### src/rtl/pipelined_divider_rs_pkg.sv
// Shared constants and elaboration helpers for the pipelined sign-magnitude restoring divider.
package pipelined_divider_rs_pkg;
    localparam int ROUND_TRUNC     = 0;
    localparam int ROUND_HALF_AWAY = 1;

    function automatic int clog2(input int value);
        int result;
        int remaining;
        result = 0;
        remaining = value - 1;
        while (remaining > 0) begin
            result++;
            remaining = remaining >> 1;
        end
        return result;
    endfunction

    function automatic bit split_is_legal(input int width, input int bits_per_stage);
        return (bits_per_stage > 0) && ((width % bits_per_stage) == 0);
    endfunction
endpackage

### src/rtl/pipelined_divider_rs_stage.sv
// One iterate stage: BITS_PER_STAGE combinational restoring steps followed by a
// register that only moves when the whole pipeline advances.
module pipelined_divider_rs_stage
    import pipelined_divider_rs_pkg::*;
#(
    parameter int DIVIDEND_W     = 16,
    parameter int DIVISOR_W      = 8,
    parameter int TAG_W          = 8,
    parameter int BITS_PER_STAGE = 1,
    parameter int STAGE_INDEX    = 0
) (
    input  logic                  clock,
    input  logic                  nreset,
    input  logic                  adv,
    input  logic                  prev_valid,
    input  logic [TAG_W-1:0]      prev_tag,
    input  logic                  prev_neg,
    input  logic                  prev_dz,
    input  logic [DIVISOR_W-1:0]  prev_divisor,
    input  logic [DIVIDEND_W-1:0] prev_mag,
    input  logic [DIVISOR_W-1:0]  prev_rem,
    input  logic [DIVIDEND_W-1:0] prev_quot,
    output logic                  valid,
    output logic [TAG_W-1:0]      tag,
    output logic                  neg,
    output logic                  dz,
    output logic [DIVISOR_W-1:0]  divisor,
    output logic [DIVIDEND_W-1:0] mag,
    output logic [DIVISOR_W-1:0]  rem,
    output logic [DIVIDEND_W-1:0] quot
);
    // Magnitude bits are consumed MSB first; this stage owns a fixed slice of them.
    localparam int FIRST_BIT = DIVIDEND_W - 1 - STAGE_INDEX * BITS_PER_STAGE;

    logic [DIVISOR_W-1:0]      step_rem [0:BITS_PER_STAGE];
    logic [BITS_PER_STAGE-1:0] step_bits;
    logic [DIVIDEND_W-1:0]     next_quot;

    assign step_rem[0] = prev_rem;

    for (genvar j = 0; j < BITS_PER_STAGE; j++) begin : g_step
        logic [DIVISOR_W:0] trial;
        assign trial = {step_rem[j], prev_mag[FIRST_BIT - j]};
        assign step_bits[BITS_PER_STAGE - 1 - j] = (trial >= {1'b0, prev_divisor});
        // The difference is always below the divisor, so it fits the narrow width.
        assign step_rem[j + 1] = step_bits[BITS_PER_STAGE - 1 - j]
                                 ? (trial[DIVISOR_W-1:0] - prev_divisor)
                                 : trial[DIVISOR_W-1:0];
    end

    always_comb begin
        next_quot = prev_quot;
        next_quot[FIRST_BIT -: BITS_PER_STAGE] = step_bits;
    end

    always_ff @(posedge clock) begin
        if (nreset) begin
            valid <= 1'b0;
        end else if (adv) begin
            valid <= prev_valid;
        end
    end

    always_ff @(posedge clock) begin
        if (adv) begin
            tag     <= prev_tag;
            neg     <= prev_neg;
            dz      <= prev_dz;
            divisor <= prev_divisor;
            mag     <= prev_mag;
            rem     <= step_rem[BITS_PER_STAGE];
            quot    <= next_quot;
        end
    end
endmodule

### src/rtl/pipelined_divider_rs.sv
// Pipelined signed/unsigned divider for the JPEG quantisation path: input stage,
// DIVIDEND_W/BITS_PER_STAGE iterate stages, then rounding/sign output stage.
module pipelined_divider_rs
    import pipelined_divider_rs_pkg::*;
#(
    parameter int DIVIDEND_W     = 16,
    parameter int DIVISOR_W      = 8,
    parameter int TAG_W          = 8,
    parameter int BITS_PER_STAGE = 1,
    parameter int ROUND_MODE     = ROUND_TRUNC
) (
    input  logic                  clock,
    input  logic                  nreset,
    input  logic                  in_valid,
    output logic                  in_ready,
    input  logic [TAG_W-1:0]      in_tag,
    input  logic [DIVIDEND_W-1:0] dividend,
    input  logic [DIVISOR_W-1:0]  divisor,
    output logic                  out_valid,
    input  logic                  out_ready,
    output logic [TAG_W-1:0]      out_tag,
    output logic [DIVIDEND_W-1:0] quotient,
    output logic [DIVIDEND_W-1:0] remainder,
    output logic                  div_zero
);
    localparam int STAGES = DIVIDEND_W / BITS_PER_STAGE;

    if (!split_is_legal(DIVIDEND_W, BITS_PER_STAGE)) begin : g_illegal_split
        $error("BITS_PER_STAGE must evenly divide DIVIDEND_W");
    end

    logic adv;

    logic                  chain_valid   [0:STAGES];
    logic [TAG_W-1:0]      chain_tag     [0:STAGES];
    logic                  chain_neg     [0:STAGES];
    logic                  chain_dz      [0:STAGES];
    logic [DIVISOR_W-1:0]  chain_divisor [0:STAGES];
    logic [DIVIDEND_W-1:0] chain_mag     [0:STAGES];
    logic [DIVISOR_W-1:0]  chain_rem     [0:STAGES];
    logic [DIVIDEND_W-1:0] chain_quot    [0:STAGES];

    logic                  s0_valid;
    logic [TAG_W-1:0]      s0_tag;
    logic                  s0_neg;
    logic                  s0_dz;
    logic [DIVISOR_W-1:0]  s0_divisor;
    logic [DIVIDEND_W-1:0] s0_mag;

    // A single stall signal freezes every register, so in-flight order is preserved.
    assign adv      = ~out_valid | out_ready;
    assign in_ready = adv;

    always_ff @(posedge clock) begin
        if (nreset) begin
            s0_valid <= 1'b0;
        end else if (adv) begin
            s0_valid <= in_valid;
        end
    end

    // Negating the most negative dividend wraps to 2^(W-1), which is its true magnitude.
    always_ff @(posedge clock) begin
        if (adv) begin
            s0_tag     <= in_tag;
            s0_neg     <= dividend[DIVIDEND_W-1];
            s0_mag     <= dividend[DIVIDEND_W-1] ? -dividend : dividend;
            s0_dz      <= (divisor == '0);
            s0_divisor <= divisor;
        end
    end

    assign chain_valid[0]   = s0_valid;
    assign chain_tag[0]     = s0_tag;
    assign chain_neg[0]     = s0_neg;
    assign chain_dz[0]      = s0_dz;
    assign chain_divisor[0] = s0_divisor;
    assign chain_mag[0]     = s0_mag;
    assign chain_rem[0]     = '0;
    assign chain_quot[0]    = '0;

    for (genvar g = 0; g < STAGES; g++) begin : g_stage
        pipelined_divider_rs_stage #(
            .DIVIDEND_W    (DIVIDEND_W),
            .DIVISOR_W     (DIVISOR_W),
            .TAG_W         (TAG_W),
            .BITS_PER_STAGE(BITS_PER_STAGE),
            .STAGE_INDEX   (g)
        ) u_stage (
            .clock        (clock),
            .nreset       (nreset),
            .adv          (adv),
            .prev_valid   (chain_valid[g]),
            .prev_tag     (chain_tag[g]),
            .prev_neg     (chain_neg[g]),
            .prev_dz      (chain_dz[g]),
            .prev_divisor (chain_divisor[g]),
            .prev_mag     (chain_mag[g]),
            .prev_rem     (chain_rem[g]),
            .prev_quot    (chain_quot[g]),
            .valid        (chain_valid[g + 1]),
            .tag          (chain_tag[g + 1]),
            .neg          (chain_neg[g + 1]),
            .dz           (chain_dz[g + 1]),
            .divisor      (chain_divisor[g + 1]),
            .mag          (chain_mag[g + 1]),
            .rem          (chain_rem[g + 1]),
            .quot         (chain_quot[g + 1])
        );
    end

    logic [DIVIDEND_W-1:0] q_mag;
    logic [DIVIDEND_W-1:0] r_mag;
    logic [DIVIDEND_W-1:0] q_next;
    logic [DIVIDEND_W-1:0] r_next;
    logic                  rounded;

    // Rounding up moves the quotient past the exact value, so the remainder changes sign
    // to keep dividend = quotient*divisor + remainder.
    always_comb begin
        q_mag   = chain_quot[STAGES];
        r_mag   = DIVIDEND_W'(chain_rem[STAGES]);
        rounded = 1'b0;
        if ((ROUND_MODE == ROUND_HALF_AWAY) &&
            ({chain_rem[STAGES], 1'b0} >= {1'b0, chain_divisor[STAGES]})) begin
            q_mag   = q_mag + DIVIDEND_W'(1);
            r_mag   = DIVIDEND_W'(chain_divisor[STAGES] - chain_rem[STAGES]);
            rounded = 1'b1;
        end
        q_next = chain_neg[STAGES] ? -q_mag : q_mag;
        r_next = (chain_neg[STAGES] ^ rounded) ? -r_mag : r_mag;
        if (chain_dz[STAGES]) begin
            q_next = chain_neg[STAGES] ? {1'b1, {(DIVIDEND_W-1){1'b0}}}
                                       : {1'b0, {(DIVIDEND_W-1){1'b1}}};
            r_next = '0;
        end
    end

    always_ff @(posedge clock) begin
        if (nreset) begin
            out_valid <= 1'b0;
            out_tag   <= '0;
            quotient  <= '0;
            remainder <= '0;
            div_zero  <= 1'b0;
        end else if (adv) begin
            out_valid <= chain_valid[STAGES];
            out_tag   <= chain_tag[STAGES];
            quotient  <= q_next;
            remainder <= r_next;
            div_zero  <= chain_valid[STAGES] & chain_dz[STAGES];
        end
    end
endmodule

### config.mk
export PLATFORM = sky130hd
export DESIGN_NAME = pipelined_divider_rs
export DESIGN_NICKNAME = d
export VERILOG_FILES = /design/src/rtl/pipelined_divider_rs_pkg.sv /design/src/rtl/pipelined_divider_rs_stage.sv /design/src/rtl/pipelined_divider_rs.sv
export SDC_FILE = /design/constraint.sdc
export NUM_CORES = 1
export LEC_CHECK = 0
export CORE_MARGIN = 3
export CORE_UTILIZATION = 60
export DETAILED_ROUTE_END_ITERATION = 6
export PLACE_DENSITY = 0.85
export REMOVE_ABC_BUFFERS = 1
export SYNTH_ARGS = -nofsm -noshare
export SYNTH_HDL_FRONTEND = slang
export SYNTH_SLANG_ARGS = --single-unit
### constraint.sdc
create_clock -name clock -period 34.9 [get_ports clock]
set_input_delay 6.98 -clock clock [delete_from_list [all_inputs] [get_ports clock]]
set_output_delay 6.98 -clock clock [all_outputs]
set_load 0.005 [all_outputs]
==> out/qor.yml <==
status: "finished clean"
yosys.cell_types.count: 57
place_area_mm2: 0.0323
ios: 79
track_usage_pct: 21.4
num-fill-cells: 3092
slew_viol_final: 0
clk_latency_ns: 0.63
cts_setup_buffers: 0
first_iter_violations: 1486
reg2reg_slack_ns: 30.33
antenna_cells: 0
cts_made_buffers: 75
gp_congestion: 0.862
start_util_pct: 61.0
yosysSeqAreaShare_pct: 72.0
multi_input_area_mm2: 0.00773
required_ns: 27.92
route.detailed.drc: 0
ys.warnings.count: 0
clockBufferDepth: 3
fin_cells: 2973
hold_viol_final: 0
reg2regPathDepth: 6
htree_levels: 3
finalSetupTns_ns: 0
final_cell_area_mm2: 0.0348
p_total_w: 0.00264
yosys-top-cells-area: "edfxtp_1 68%, ha_1 5.1%, dfxtp_1 3.8%"
r2r_end: "g_stage[4].u_stage.divisor[5]"
peakVddDrop_mv: 0.0494
regArea_mm2: 0.0221
placement.io_buffers: 78
timing.final.crit_share_pct: 46.3
drt-pass1-iter-count: 6
cp-start-kind: "input port"
grt_max_degree: 115
finClkSkew_ns: 0.0319
worstMarginPinSlew_ns: 1.08
min-delay-start: "g_stage[0].u_stage.mag[3]"
die_y_um: 232
synth_top_area_cell: "edfxtp_1"
dp_cells: 2834
hpwlAfterDp_um: 34200
clk_pin_slew_ns: 0.07
netlist_instances: 2107
synth_edf_count: 698
path_class: "input port to primary output"
max-slew-margin-rel_pct: 27.5
finalCriticalPeriod_ns: 16.17
synth-async-reset-ratio_pct: 0
synth.cell_area_mm2: 0.0307
grt_overflow: 0
ys_seq_elements: 756
arrival_ns: 9.19
pwr_density_cell_mw_per_mm2: 75.9
design.core.area_mm2: 0.0504
grt_antenna_before_repair: 0
cts_resized: 0
worstReg2RegStart: "out_valid"
drive_above_1_share_pct: 6.95
ys.flop_type: "edfxtp_1"
p_leak_nw: 13.5
hold_path_end: "g_stage[1].u_stage.mag[3]"
setup_viol: 0
cts_tree: "yes"
vias: 17614
ant_nets: 0
fmax_ghz: 0.0619
grt_pass1_wl_um: 91600
wire_per_inst_um: 19.2
syn_to_final_growth_pct: 13.3
cts.sinks: 756
grt_pass1_vias: 17742
cp_max_fo: 114
clockRootBuffer: "clkbuf_16"
num-nets-final: 2416
avgViaCountPerCell: 5.92
syn_area_per_cell_um2: 14.6
min_path_type: "flop to flop"
core.rowCount: 82
rsz0062_at_grt: "no"
synth.top_cell.area_share_pct: 68.2
routed_wl_um: 57000
setup_slack_ns: 18.73
die_x_um: 232
hold_depth: 0
worstSetupEndpointType: "primary output"
max_cap_viol_count: 0
dp_slack_ns: 18.77
hold_buffers: 0
dieArea_mm2: 0.0540
-- per-layer routing --
| layer | vias up | GRT usage (%) | part of all wire [%] |
|---|---|---|---|
| met4 | 0 | 8.50 | 3.7 |
| met3 | 172 | 3.77 | 4.8 |
| li1 | 8247 | - | - |
| met5 | - | 0 | 0 |
| met1 | 8568 | 25.4 | 38 |
| met2 | 627 | 38.7 | 53 |
-- cell usage in the layout (no fill, tap or decap), drive strengths merged, types with 52 or more instances in the layout --
cell,count
edfxtp,698
inv,201
ha,126
nand2,110
a21oi,96
o21ai,94
nand3,92
clkbuf,86
clkdlybuf4s50,77
nor2,69
nor3,64
o31ai,58
dfxtp,58
o21a,52
-- power breakdown --
part           switching, W  internal (W)  leakage, nW
Clock              0.000353      0.000466         1.20
Combinational      0.000316      0.000248         4.26
Sequential        0.0000804       0.00118         8.05
-- sequential cells by signal (all words and copies together) (netlist names), 16 cells and up --
name                     flops
quotient                    16
g_stage.u_stage.tag        128
g_stage.u_stage.quot       136
s0_mag                      16
g_stage.u_stage.divisor    120
g_stage.u_stage.valid       16
g_stage.u_stage.dz          16
g_stage.u_stage.neg         16
g_stage.u_stage.rem        128
g_stage.u_stage.mag        120
-- per-stage QoR --
stage	utilization, %	hold WS (ns)
after floorplan	-	0.400
after global placement	64.2	0.400
after detailed placement	64.2	0.405
after CTS	69.2	0.404
after global routing	69.2	0.411
final	69.2	0.398
-- cells in the mapped netlist, types with 29 or more instances --
cell type	instances
o211ai_1	30
clkbuf_1	37
nand4_1	29
nor2_1	69
o31ai_1	58
dfxtp_1	58
o21a_1	52
nand3_1	92
a21oi_1	94
nand2_1	110
edfxtp_1	698
ha_1	126
inv_1	196
nor3_1	64
o31a_1	29
o21ai_0	94
-- worst max-delay path, stage by stage --
cell and delay [ns]:
clkdlybuf4s50_1 0.52, nor2b_4 0.05, buf_4 0.32, inv_8 0.56, clkdlybuf4s50_1 0.64
-- worst max-delay path by stage --
stage          startpoint       end  slack [ns]  cells after the start
6_report        out_ready  in_ready       18.73                      5
5_1_grt         out_ready  in_ready       18.64                      5
4_1_cts         out_ready  in_ready       18.77                      5
3_5_place_dp    out_ready  in_ready       18.77                      5
3_3_place_gp    out_ready  in_ready       18.79                      5
2_1_floorplan   out_ready  in_ready        5.34                      2
-- cells by family (layout without fill, tap and decap cells) --
logic type               after synthesis  count (layout)  synth area share [%]
flip-flops                           756             756                  72.0
AND/OR/NAND/NOR                      474             474                  7.77
AO/OA/AOI/OAI                        441             441                  9.44
buffers and inverters                236             430                  2.92
adder cells (fa/ha/maj)              141             141                  6.11
XOR/XNOR                              41              41                  1.17
multiplexers                          18              18                 0.631
-- layout make-up --
class	instances	area share, %
clock buffers	86	5.57
repair buffers	95	2.59
inverters	196	2.13
clock inverters	53	1.61
multi-input cells	1115	22.2
well taps	672	2.41
flip-flops and latches	756	63.5
Note: power is estimated with default switching activity, not from simulation.
